## config.mk

```make
export PLATFORM = sky130hd
export DESIGN_NAME = b2m_zerofix_d2
export DESIGN_NICKNAME = d
export VERILOG_FILES = /design/src/rtl/b2m_zerofix_d2_pkg.sv /design/src/rtl/b2m_zerofix_d2_gf256_mul.sv /design/src/rtl/b2m_zerofix_d2.sv
export SDC_FILE = /design/constraint.sdc
export NUM_CORES = 1
export LEC_CHECK = 0
export ABC_AREA = 0
export CAP_MARGIN = 5
export CORE_ASPECT_RATIO = 0.8
export CORE_MARGIN = 2
export CORE_UTILIZATION = 50
export DETAILED_ROUTE_END_ITERATION = 7
export PLACE_DENSITY = 0.82
export SLEW_MARGIN = 10
export SYNTH_ARGS = -nofsm -noshare
export SYNTH_HDL_FRONTEND = slang
export SYNTH_SLANG_ARGS = --single-unit
```

## constraint.sdc

```tcl
create_clock -name clk -period 5.55 [get_ports clk]
set_clock_uncertainty 0.05 [all_clocks]
set_input_delay 1.665 -clock clk [delete_from_list [all_inputs] [get_ports clk]]
set_output_delay 1.665 -clock clk [all_outputs]
set_load 0.005 [all_outputs]
```

## src/rtl/b2m_zerofix_d2_pkg.sv

```systemverilog
// Shared constants for the 3-share Boolean-to-multiplicative conversion stage.
// Holds the rnd field layout and the end-to-end pipeline depth helper.
package b2m_zerofix_d2_pkg;

  localparam logic [8:0] AES_POLY = 9'h11B;

  localparam int SHARE_W = 8;
  localparam int NSHARES = 3;
  localparam int RND_W   = 40;

  // rnd = {f2, f1, f0, R2, R1}
  localparam int RND_R1_OFF = 0;
  localparam int RND_R2_OFF = 8;
  localparam int RND_F0_OFF = 16;
  localparam int RND_F1_OFF = 24;
  localparam int RND_F2_OFF = 32;

  function automatic int pipe_depth(input int kron_lat);
    return kron_lat + 3;
  endfunction

endpackage

```

## src/rtl/b2m_zerofix_d2_gf256_mul.sv

```systemverilog
// Combinational GF(2^8) multiplier, shift-and-add with reduction modulo POLY.
module b2m_zerofix_d2_gf256_mul
  import b2m_zerofix_d2_pkg::*;
#(
  parameter logic [8:0] POLY = AES_POLY
) (
  input  logic [7:0] a,
  input  logic [7:0] b,
  output logic [7:0] y
);

  logic [7:0] acc;
  logic [7:0] sh;

  always_comb begin
    acc = 8'h00;
    sh  = a;
    for (int i = 0; i < 8; i++) begin
      if (b[i]) acc = acc ^ sh;
      sh = {sh[6:0], 1'b0} ^ (sh[7] ? POLY[7:0] : 8'h00);
    end
  end

  assign y = acc;

endmodule

```

## src/rtl/b2m_zerofix_d2.sv

```systemverilog
// Second-order Boolean-to-multiplicative conversion with x=0 lifted to 1 using
// the kronecker_d2 zero-flag; delta shares are forwarded aligned with p.
module b2m_zerofix_d2
  import b2m_zerofix_d2_pkg::*;
#(
  parameter int         KRON_LAT = 2,
  parameter logic [8:0] POLY     = AES_POLY
) (
  input  logic        clk,
  input  logic        rst,
  input  logic        in_valid,
  input  logic [23:0] shared_inp,
  input  logic [2:0]  kron_in,
  input  logic [39:0] rnd,
  output logic        out_valid,
  output logic [7:0]  p,
  output logic [7:0]  r1,
  output logic [7:0]  r2,
  output logic [2:0]  delta_out
);

  function automatic logic [7:0] sanitise_mask(input logic [7:0] m);
    return (m == 8'h00) ? 8'h01 : m;
  endfunction

  // Delay line aligning shared_inp with kron_in
  logic        dly_vld_q [KRON_LAT];
  logic        dly_vld_d [KRON_LAT];
  logic [23:0] dly_sh_q  [KRON_LAT];
  logic [23:0] dly_sh_d  [KRON_LAT];

  always_comb begin
    dly_vld_d[0] = in_valid;
    dly_sh_d[0]  = shared_inp;
    for (int i = 1; i < KRON_LAT; i++) begin
      dly_vld_d[i] = dly_vld_q[i-1];
      dly_sh_d[i]  = dly_sh_q[i-1];
    end
  end

  // Stage T: zero-fix, mask sanitising, first masking products
  logic              vld_p0;
  logic signed [7:0] unused_sign;
  logic [23:0]       sh_p0;
  logic [7:0]        xs0_p0, xs1_p0, xs2_p0;
  logic [7:0]        r1_p0, r2_p0, f0_p0, f1_p0, f2_p0;
  logic [7:0]        m0_p0, m1_p0, m2_p0;

  assign unused_sign = '0;
  assign vld_p0 = dly_vld_q[KRON_LAT-1];
  assign sh_p0  = dly_sh_q[KRON_LAT-1];
  assign xs0_p0 = sh_p0[7:0]   ^ {7'b0, kron_in[0]};
  assign xs1_p0 = sh_p0[15:8]  ^ {7'b0, kron_in[1]};
  assign xs2_p0 = sh_p0[23:16] ^ {7'b0, kron_in[2]};
  assign r1_p0  = sanitise_mask(rnd[RND_R1_OFF +: SHARE_W]);
  assign r2_p0  = sanitise_mask(rnd[RND_R2_OFF +: SHARE_W]);
  assign f0_p0  = rnd[RND_F0_OFF +: SHARE_W];
  assign f1_p0  = rnd[RND_F1_OFF +: SHARE_W];
  assign f2_p0  = rnd[RND_F2_OFF +: SHARE_W];

  b2m_zerofix_d2_gf256_mul #(.POLY(POLY)) u_mul_s1_0 (.a(xs0_p0), .b(r1_p0), .y(m0_p0));
  b2m_zerofix_d2_gf256_mul #(.POLY(POLY)) u_mul_s1_1 (.a(xs1_p0), .b(r1_p0), .y(m1_p0));
  b2m_zerofix_d2_gf256_mul #(.POLY(POLY)) u_mul_s1_2 (.a(xs2_p0), .b(r1_p0), .y(m2_p0));

  logic       vld_p1_q, vld_p1_d;
  logic [7:0] u0_p1_q, u0_p1_d, u1_p1_q, u1_p1_d, u2_p1_q, u2_p1_d;
  logic [7:0] r1_p1_q, r1_p1_d, r2_p1_q, r2_p1_d, f2_p1_q, f2_p1_d;
  logic [2:0] k_p1_q, k_p1_d;

  // Each refresh byte is shared between two neighbouring shares so the sum cancels
  always_comb begin
    vld_p1_d = vld_p0;
    u0_p1_d  = m0_p0 ^ f0_p0;
    u1_p1_d  = m1_p0 ^ f0_p0 ^ f1_p0;
    u2_p1_d  = m2_p0 ^ f1_p0;
    r1_p1_d  = r1_p0;
    r2_p1_d  = r2_p0;
    f2_p1_d  = f2_p0;
    k_p1_d   = kron_in;
  end

  // Stage 1 -> 2: fold of refreshed shares and second masking products
  logic [7:0] uf_p1, m3_p1, m4_p1;

  assign uf_p1 = u0_p1_q ^ u2_p1_q;

  b2m_zerofix_d2_gf256_mul #(.POLY(POLY)) u_mul_s2_0 (.a(uf_p1),   .b(r2_p1_q), .y(m3_p1));
  b2m_zerofix_d2_gf256_mul #(.POLY(POLY)) u_mul_s2_1 (.a(u1_p1_q), .b(r2_p1_q), .y(m4_p1));

  logic       vld_p2_q, vld_p2_d;
  logic [7:0] v0_p2_q, v0_p2_d, v1_p2_q, v1_p2_d;
  logic [7:0] r1_p2_q, r1_p2_d, r2_p2_q, r2_p2_d;
  logic [2:0] k_p2_q, k_p2_d;

  always_comb begin
    vld_p2_d = vld_p1_q;
    v0_p2_d  = m3_p1 ^ f2_p1_q;
    v1_p2_d  = m4_p1 ^ f2_p1_q;
    r1_p2_d  = r1_p1_q;
    r2_p2_d  = r2_p1_q;
    k_p2_d   = k_p1_q;
  end

  // Stage 2 -> 3: recombine into the public share
  logic       vld_p3_q, vld_p3_d;
  logic [7:0] p_p3_q, p_p3_d, r1_p3_q, r1_p3_d, r2_p3_q, r2_p3_d;
  logic [2:0] k_p3_q, k_p3_d;

  always_comb begin
    vld_p3_d = vld_p2_q;
    p_p3_d   = v0_p2_q ^ v1_p2_q;
    r1_p3_d  = r1_p2_q;
    r2_p3_d  = r2_p2_q;
    k_p3_d   = k_p2_q;
  end

  always_ff @(posedge clk) begin
    if (rst) begin
      for (int i = 0; i < KRON_LAT; i++) dly_vld_q[i] <= 1'b0;
      vld_p1_q <= 1'b0;
      vld_p2_q <= 1'b0;
      vld_p3_q <= 1'b0;
      p_p3_q   <= 8'h00;
      r1_p3_q  <= 8'h00;
      r2_p3_q  <= 8'h00;
      k_p3_q   <= 3'b000;
    end else begin
      for (int i = 0; i < KRON_LAT; i++) dly_vld_q[i] <= dly_vld_d[i];
      vld_p1_q <= vld_p1_d;
      vld_p2_q <= vld_p2_d;
      vld_p3_q <= vld_p3_d;
      p_p3_q   <= p_p3_d;
      r1_p3_q  <= r1_p3_d;
      r2_p3_q  <= r2_p3_d;
      k_p3_q   <= k_p3_d;
    end
  end

  // Internal data registers carry no reset; their content is qualified by valid
  always_ff @(posedge clk) begin
    for (int i = 0; i < KRON_LAT; i++) dly_sh_q[i] <= dly_sh_d[i];
    u0_p1_q <= u0_p1_d;
    u1_p1_q <= u1_p1_d;
    u2_p1_q <= u2_p1_d;
    r1_p1_q <= r1_p1_d;
    r2_p1_q <= r2_p1_d;
    f2_p1_q <= f2_p1_d;
    k_p1_q  <= k_p1_d;
    v0_p2_q <= v0_p2_d;
    v1_p2_q <= v1_p2_d;
    r1_p2_q <= r1_p2_d;
    r2_p2_q <= r2_p2_d;
    k_p2_q  <= k_p2_d;
  end

  assign out_valid = vld_p3_q;
  assign p         = p_p3_q;
  assign r1        = r1_p3_q;
  assign r2        = r2_p3_q;
  assign delta_out = k_p3_q;

endmodule

```

-- After elaboration in Yosys (flattened, before gate mapping)
Memories as Yosys holds them, arrays and structs flattened. A register that Yosys moved wholly into a read port is not among the register bits.
Index checks and enable logic that the tools add are counted.
- mux-type cells: 81
- bitwise gates (word level): 83
- reductions and logical operators: 2
- operators with widths (operator ; count):
    $xor A8 B8 Y8 ; 78
    $mux W8 ; 41
    $mux W5 ; 35
    $xor A8 B1 Y8 ; 3
    $logic_not A8 Y1 ; 2
    $mux W1 ; 5
    $or A1 B1 Y1 ; 2
- flip-flop bits (word level): 115
- RAM bits: 50
- input bits: 70
- output and inout bits: 28
- logic and storage cells: 186
- memories: 2
- memories (name ; words ; width ; rd ports ; clocked after memory_dff ; write ports ; RTL line ; source):
    dly_sh_q ; 2 ; 24 ; 2 ; 0 ; 2 ; b2m_zerofix_d2.sv:29 ; logic [23:0] dly_sh_q [KRON_LAT];
    dly_vld_q ; 2 ; 1 ; 2 ; 1 ; 2 ; b2m_zerofix_d2.sv:27 ; logic dly_vld_q [KRON_LAT];

-- Logic depth before layout (Yosys ltp)
An unclocked memory read counts as a cell.
- word-level depth: 20
- depth in mapped cells: 9
- gate-level depth less buffers: 7

-- Cells and area by module
Synthesis repeated with hierarchy kept, for this count alone.
- cell total of the unflattened synthesis: 1173
- area total of the unflattened synthesis: 10807.9 µm²
- by module, submodules not included (module ; instances ; cells each ; area each (µm²) ; sequential area each (µm²)):
    b2m_zerofix_d2_gf256_mul ; 5 ; 177 ; 1320.0 ; 0.0
    b2m_zerofix_d2 ; 1 ; 288 ; 4207.8 ; 3323.2

-- Least setup slack after synthesis
Ideal clock, no wire load.
- kind: input -> register
- from: in rnd[6]
- to: reg u2_p1_q[1]
- library setup time: 0.121 ns
- data arrival time: 3.201 ns
- data required time: 5.379 ns
- setup slack: 2.179 ns
- stages on the path: 9
- buffers on the path: 2
- path through: nor4_1 > a21oi_1 > inv_1 > clkbuf_1 > clkbuf_1 > nand2_1 > xnor2_1 > xnor2_1 > xnor2_1
- cells in the longest elaborated chain, start to end: 18
- ends and longest elaborated chain (element ; RTL line ; source):
    from (decl) ; b2m_zerofix_d2.sv:14 ; input logic [39:0] rnd,
    $logic_not A8 Y1 (*) ; b2m_zerofix_d2.sv:23 ; return (m == 8'h00) ? 8'h01 : m;
    $mux W8 (*) ; b2m_zerofix_d2.sv:23 ;
    named net r1_p0[0] ; b2m_zerofix_d2.sv:46 ; logic [7:0] r1_p0, r2_p0, f0_p0, f1_p0, f2_p0;
    $mux W8 (*) ; b2m_zerofix_d2_gf256_mul.sv:19 ; if (b[i]) acc = acc ^ sh;
    $xor A8 B8 Y8 ; b2m_zerofix_d2_gf256_mul.sv:19 ;
    $mux W8 (*) ; b2m_zerofix_d2_gf256_mul.sv:19 ;
    $xor A8 B8 Y8 ; b2m_zerofix_d2_gf256_mul.sv:19 ;
    $mux W8 (*) ; b2m_zerofix_d2_gf256_mul.sv:19 ;
    [4 not listed] ; - ;
    $xor A8 B8 Y8 ; b2m_zerofix_d2_gf256_mul.sv:19 ;
    $mux W8 (*) ; b2m_zerofix_d2_gf256_mul.sv:19 ;
    $xor A8 B8 Y8 ; b2m_zerofix_d2_gf256_mul.sv:19 ;
    $mux W8 (*) ; b2m_zerofix_d2_gf256_mul.sv:19 ;
    $xor A8 B8 Y8 ; b2m_zerofix_d2_gf256_mul.sv:19 ;
    $mux W8 (*) ; b2m_zerofix_d2_gf256_mul.sv:19 ;
    $xor A8 B8 Y8 (*) ; b2m_zerofix_d2.sv:75 ; u2_p1_d = m2_p0 ^ f1_p0;
    named net u2_p1_d[1] ; b2m_zerofix_d2.sv:66 ; logic [7:0] u0_p1_q, u0_p1_d, u1_p1_q, u1_p1_d, u2_p1_q, u2_p1_d;
    to (signal assigned) ; b2m_zerofix_d2.sv:144 ; u2_p1_q <= u2_p1_d;
    to (decl) ; b2m_zerofix_d2.sv:66 ;
Mark *: on every way through the listed nets, which the timed path passes. The rest lies on a longest branch.
A chain may end at the register's enable or synchronous reset.

-- Worst setup path in the final report
- from: in rnd[5]
- to: reg u1_p1_q[3]
- cells in the longest elaborated chain, start to end: 19
- ends and longest elaborated chain (element ; RTL line ; source):
    $logic_not A8 Y1 ; b2m_zerofix_d2.sv:23 ;
    $mux W8 (*) ; b2m_zerofix_d2.sv:23 ;
    $mux W8 ; b2m_zerofix_d2_gf256_mul.sv:19 ;
    $xor A8 B8 Y8 ; b2m_zerofix_d2_gf256_mul.sv:19 ;
    $mux W8 ; b2m_zerofix_d2_gf256_mul.sv:19 ;
    $xor A8 B8 Y8 ; b2m_zerofix_d2_gf256_mul.sv:19 ;
    $mux W8 ; b2m_zerofix_d2_gf256_mul.sv:19 ;
    $xor A8 B8 Y8 ; b2m_zerofix_d2_gf256_mul.sv:19 ;
    [3 not listed] ; - ;
    $xor A8 B8 Y8 ; b2m_zerofix_d2_gf256_mul.sv:19 ;
    $mux W8 ; b2m_zerofix_d2_gf256_mul.sv:19 ;
    $xor A8 B8 Y8 ; b2m_zerofix_d2_gf256_mul.sv:19 ;
    $mux W8 ; b2m_zerofix_d2_gf256_mul.sv:19 ;
    $xor A8 B8 Y8 ; b2m_zerofix_d2_gf256_mul.sv:19 ;
    $mux W8 (*) ; b2m_zerofix_d2_gf256_mul.sv:19 ;
    $xor A8 B8 Y8 (*) (2 in a row) ; b2m_zerofix_d2.sv:74 ; u1_p1_d = m1_p0 ^ f0_p0 ^ f1_p0;
    named net u1_p1_d[3] ; b2m_zerofix_d2.sv:66 ;
    to (signal assigned) ; b2m_zerofix_d2.sv:143 ; u1_p1_q <= u1_p1_d;
    to (decl) ; b2m_zerofix_d2.sv:66 ;
Marks and branches as above.

==> flow_metrics.env <==
export IMPL_multi_input_area_mm2=0.006202
export IMPL_crit_fanout=20
export IMPL_dieArea_mm2=0.02089
export IMPL_synthTopCellsByArea="dfxtp_1, xnor2_1, nand2_1, xor2_1, xnor3_1"
export IMPL_grtUsageMet2_pct=34.18
export IMPL_status="finished, final reports clean"
export IMPL_r2r_slack_ps=2710
export IMPL_fin_nets=1218
export IMPL_synthFlopType="dfxtp_1"
export IMPL_grt_pass1_wl_um=36400
export IMPL_avgRoutedWirePerCell_um=16.01
export IMPL_yosys_area_top_type_share_pct=33.67
export IMPL_nFillCells=1604
export IMPL_place_inst=1387
export IMPL_antenna_found_initial=0
export IMPL_drtIter0Drc=538
export IMPL_ios=98
export IMPL_yosysTopAreaCell="dfxtp_1"
export IMPL_grt_max_degree=33
export IMPL_end_kind="flip-flop"
export IMPL_rows=45
export IMPL_cts_hold_buf=0
export IMPL_syn_nets=1173
export IMPL_leakage_nw=4.660
export IMPL_clkTransAtPathRegs_ps=70
export IMPL_wirelength_um=22710
export IMPL_setup_violations=0
export IMPL_irDropWorstVdd_mv=0.9230
export IMPL_met3_usage_pct=5.634
export IMPL_seq_area_frac_synth_pct=33.67
export IMPL_cts_buffer_depth=2
export IMPL_firstDrtPassIters=6
export IMPL_clk_latency_ps=430
export IMPL_worst_pin_slew_ps=935.1
export IMPL_arrival_ps=4090
export IMPL_synth_cell_area_mm2=0.009871
export IMPL_slew_headroom_pct=37.58
export IMPL_port_buffers=97
export IMPL_synth_edf_count=0
export IMPL_synth_commonest_cells="xnor2_1, nand2_1, dfxtp_1, xor2_1, clkbuf_1"
export IMPL_root_buffer="clkbuf_16"
export IMPL_rsz0062_at_grt="false"
export IMPL_critPathKind="in2reg"
export IMPL_synth_seq_cells=166
export IMPL_hold_viol_final=0
export IMPL_grt_use_met1_pct=30.44
export IMPL_cts_sinks=166
export IMPL_cap_violations=0
export IMPL_min_period_over_period_pct=68.95
export IMPL_busiest_layer="met2"
export IMPL_postRouteAntennaNets=0
export IMPL_fmax_mhz=261.3
export IMPL_pre_cts_ws_ps=1346
export IMPL_post_cts_resized=0
export IMPL_numCtsBuffers=17
export IMPL_drive_gt1_share_pct=4.134
export IMPL_grt_pass1_vias=6873
export IMPL_fp_dieW_um=161.1
export IMPL_postCtsSetupRepairBufs=0
export IMPL_synthToLayoutAreaGrowth_pct=16.58
export IMPL_synth_warnings=0
export IMPL_drc_errors=0
export IMPL_synthCells=1103
export IMPL_fin_setup_tns_ps=0
export IMPL_tritoncts="yes"
export IMPL_powerDensity_mw_per_mm2=801.7
export IMPL_die_h_um=129.7
export IMPL_avgSynthCellArea_um2=8.949
export IMPL_cts_max_level=4
export IMPL_period_minus_slack_ps=3827
export IMPL_grt_overflow=0
export IMPL_register_area_mm2=0.003323
export IMPL_antenna_cells=0
export IMPL_core_mm2=0.01914
export IMPL_viasPerCell=5.048
export IMPL_drv_slew=0
export IMPL_async_flop_share_pct=0
export IMPL_synthDistinctLibCells=37
export IMPL_start_util_pct=51.56
export IMPL_cp_start_kind="input pin"
export IMPL_setup_ws_ps=1723
export IMPL_grtUsageTotal_pct=22.48
export IMPL_hold_class="reg2reg"
export IMPL_critPathRequiredTime_ps=5820
export IMPL_vias=7163
export IMPL_synth_most_common_cell="xnor2_1"
export IMPL_final_cell_count_no_fill=1419
export IMPL_gp_congestion=0.9395
export IMPL_hpwlAfterDp_um=15830
## critical path, cell delays in order
cell and delay (ps):
clkdlybuf4s50_1 520, nor4_1 70, a21oi_1 410, inv_1 510, nand2_1 210, xnor3_1 430, xnor2_1 150, xnor2_1 130
## flip-flops by register name, indices dropped and copies added, names as in the netlist
signal,cells
k_p1_q,3
dly_sh_q,48
p,8
u1_p1_q,8
k_p2_q,3
r1_p1_q,8
dly_vld_q,2
vld_p2_q,1
r1,8
vld_p1_q,1
r2,8
r2_p2_q,8
u0_p1_q,8
out_valid,1
r1_p2_q,8
v0_p2_q,8
u2_p1_q,8
f2_p1_q,8
r2_p1_q,8
v1_p2_q,8
delta_out,3
## cell usage in the layout (no fill, tap or decap), types with 5 or more instances in the layout
master           instances
a22oi_1                 10
buf_4                    9
xor2_1                 113
clkbuf_16               17
inv_8                    5
mux2i_1                 16
nor2_1                  23
nor2b_1                 32
dfxtp_1                166
inv_1                    7
a31oi_1                  5
nand2b_1                 8
xnor2_1                294
xnor3_1                 24
nand2_1                269
clkdlybuf4s50_1         97
a21oi_1                 17
## report_power, final
| part | total (mW) | switching [mW] | internal (mW) | leakage, nW |
|---|---|---|---|---|
| clock network | 1.18 | 0.564 | 0.616 | 0.286 |
| logic | 6.28 | 2.91 | 3.36 | 2.98 |
| registers | 1.77 | 0.249 | 1.52 | 1.40 |
## final timing paths
path | start | endpoint | depth (start not counted)
max | rnd[5] | u1_p1_q[3] | 8
min | r1_p1_q[2] | r1_p2_q[2] | 0
max reg2reg | u2_p1_q[7] | v0_p2_q[4] | 6
min reg2reg | r1_p1_q[2] | r1_p2_q[2] | 0
## logic make-up (layout without fill, tap and decap cells)
group           Yosys count  count (layout)  share of synthesized area [%]
xor+xnor                439             439                          43.48
simple gates            344             344                          14.41
flops                   166             166                          33.67
buf+inv                  87             145                          3.499
compound gates           50              50                          3.207
mux                      17              17                          1.737
## stage by stage
stage / instance area [um^2] / total power, mW / utilization, % / hold WS, ps
6_report: 11510 / 9.225 / 60.11 / 269.1
5_1_grt: 11510 / 9.782 / 60.11 / 282.5
4_1_cts: 11510 / 9.186 / 60.11 / 269.6
3_5_place_dp: 10910 / 7.945 / 57.01 / 262.1
3_3_place_gp: 10910 / 7.829 / 57.01 / 259.8
2_1_floorplan: 9871 / 6.785 / - / 259.6
## final cells by class
| class | count | area share, % |
|---|---|---|
| Timing Repair Buffer | 106 | 9.025 |
| Clock buffer | 18 | 3.816 |
| Inverter | 7 | 0.2283 |
| Tap cell | 258 | 2.805 |
| Clock inverter | 14 | 1.348 |
| Sequential cell | 166 | 28.88 |
| Multi-Input combinational cell | 850 | 53.90 |
## per-layer routing
layer / part of all wire (%) / vias to the layer above
met5: 0 / -
met4: 3.1 / 0
met3: 7.9 / 53
met2: 43 / 306
met1: 46 / 3319
li1: - / 3485
Power figures use the tool's default switching activity.
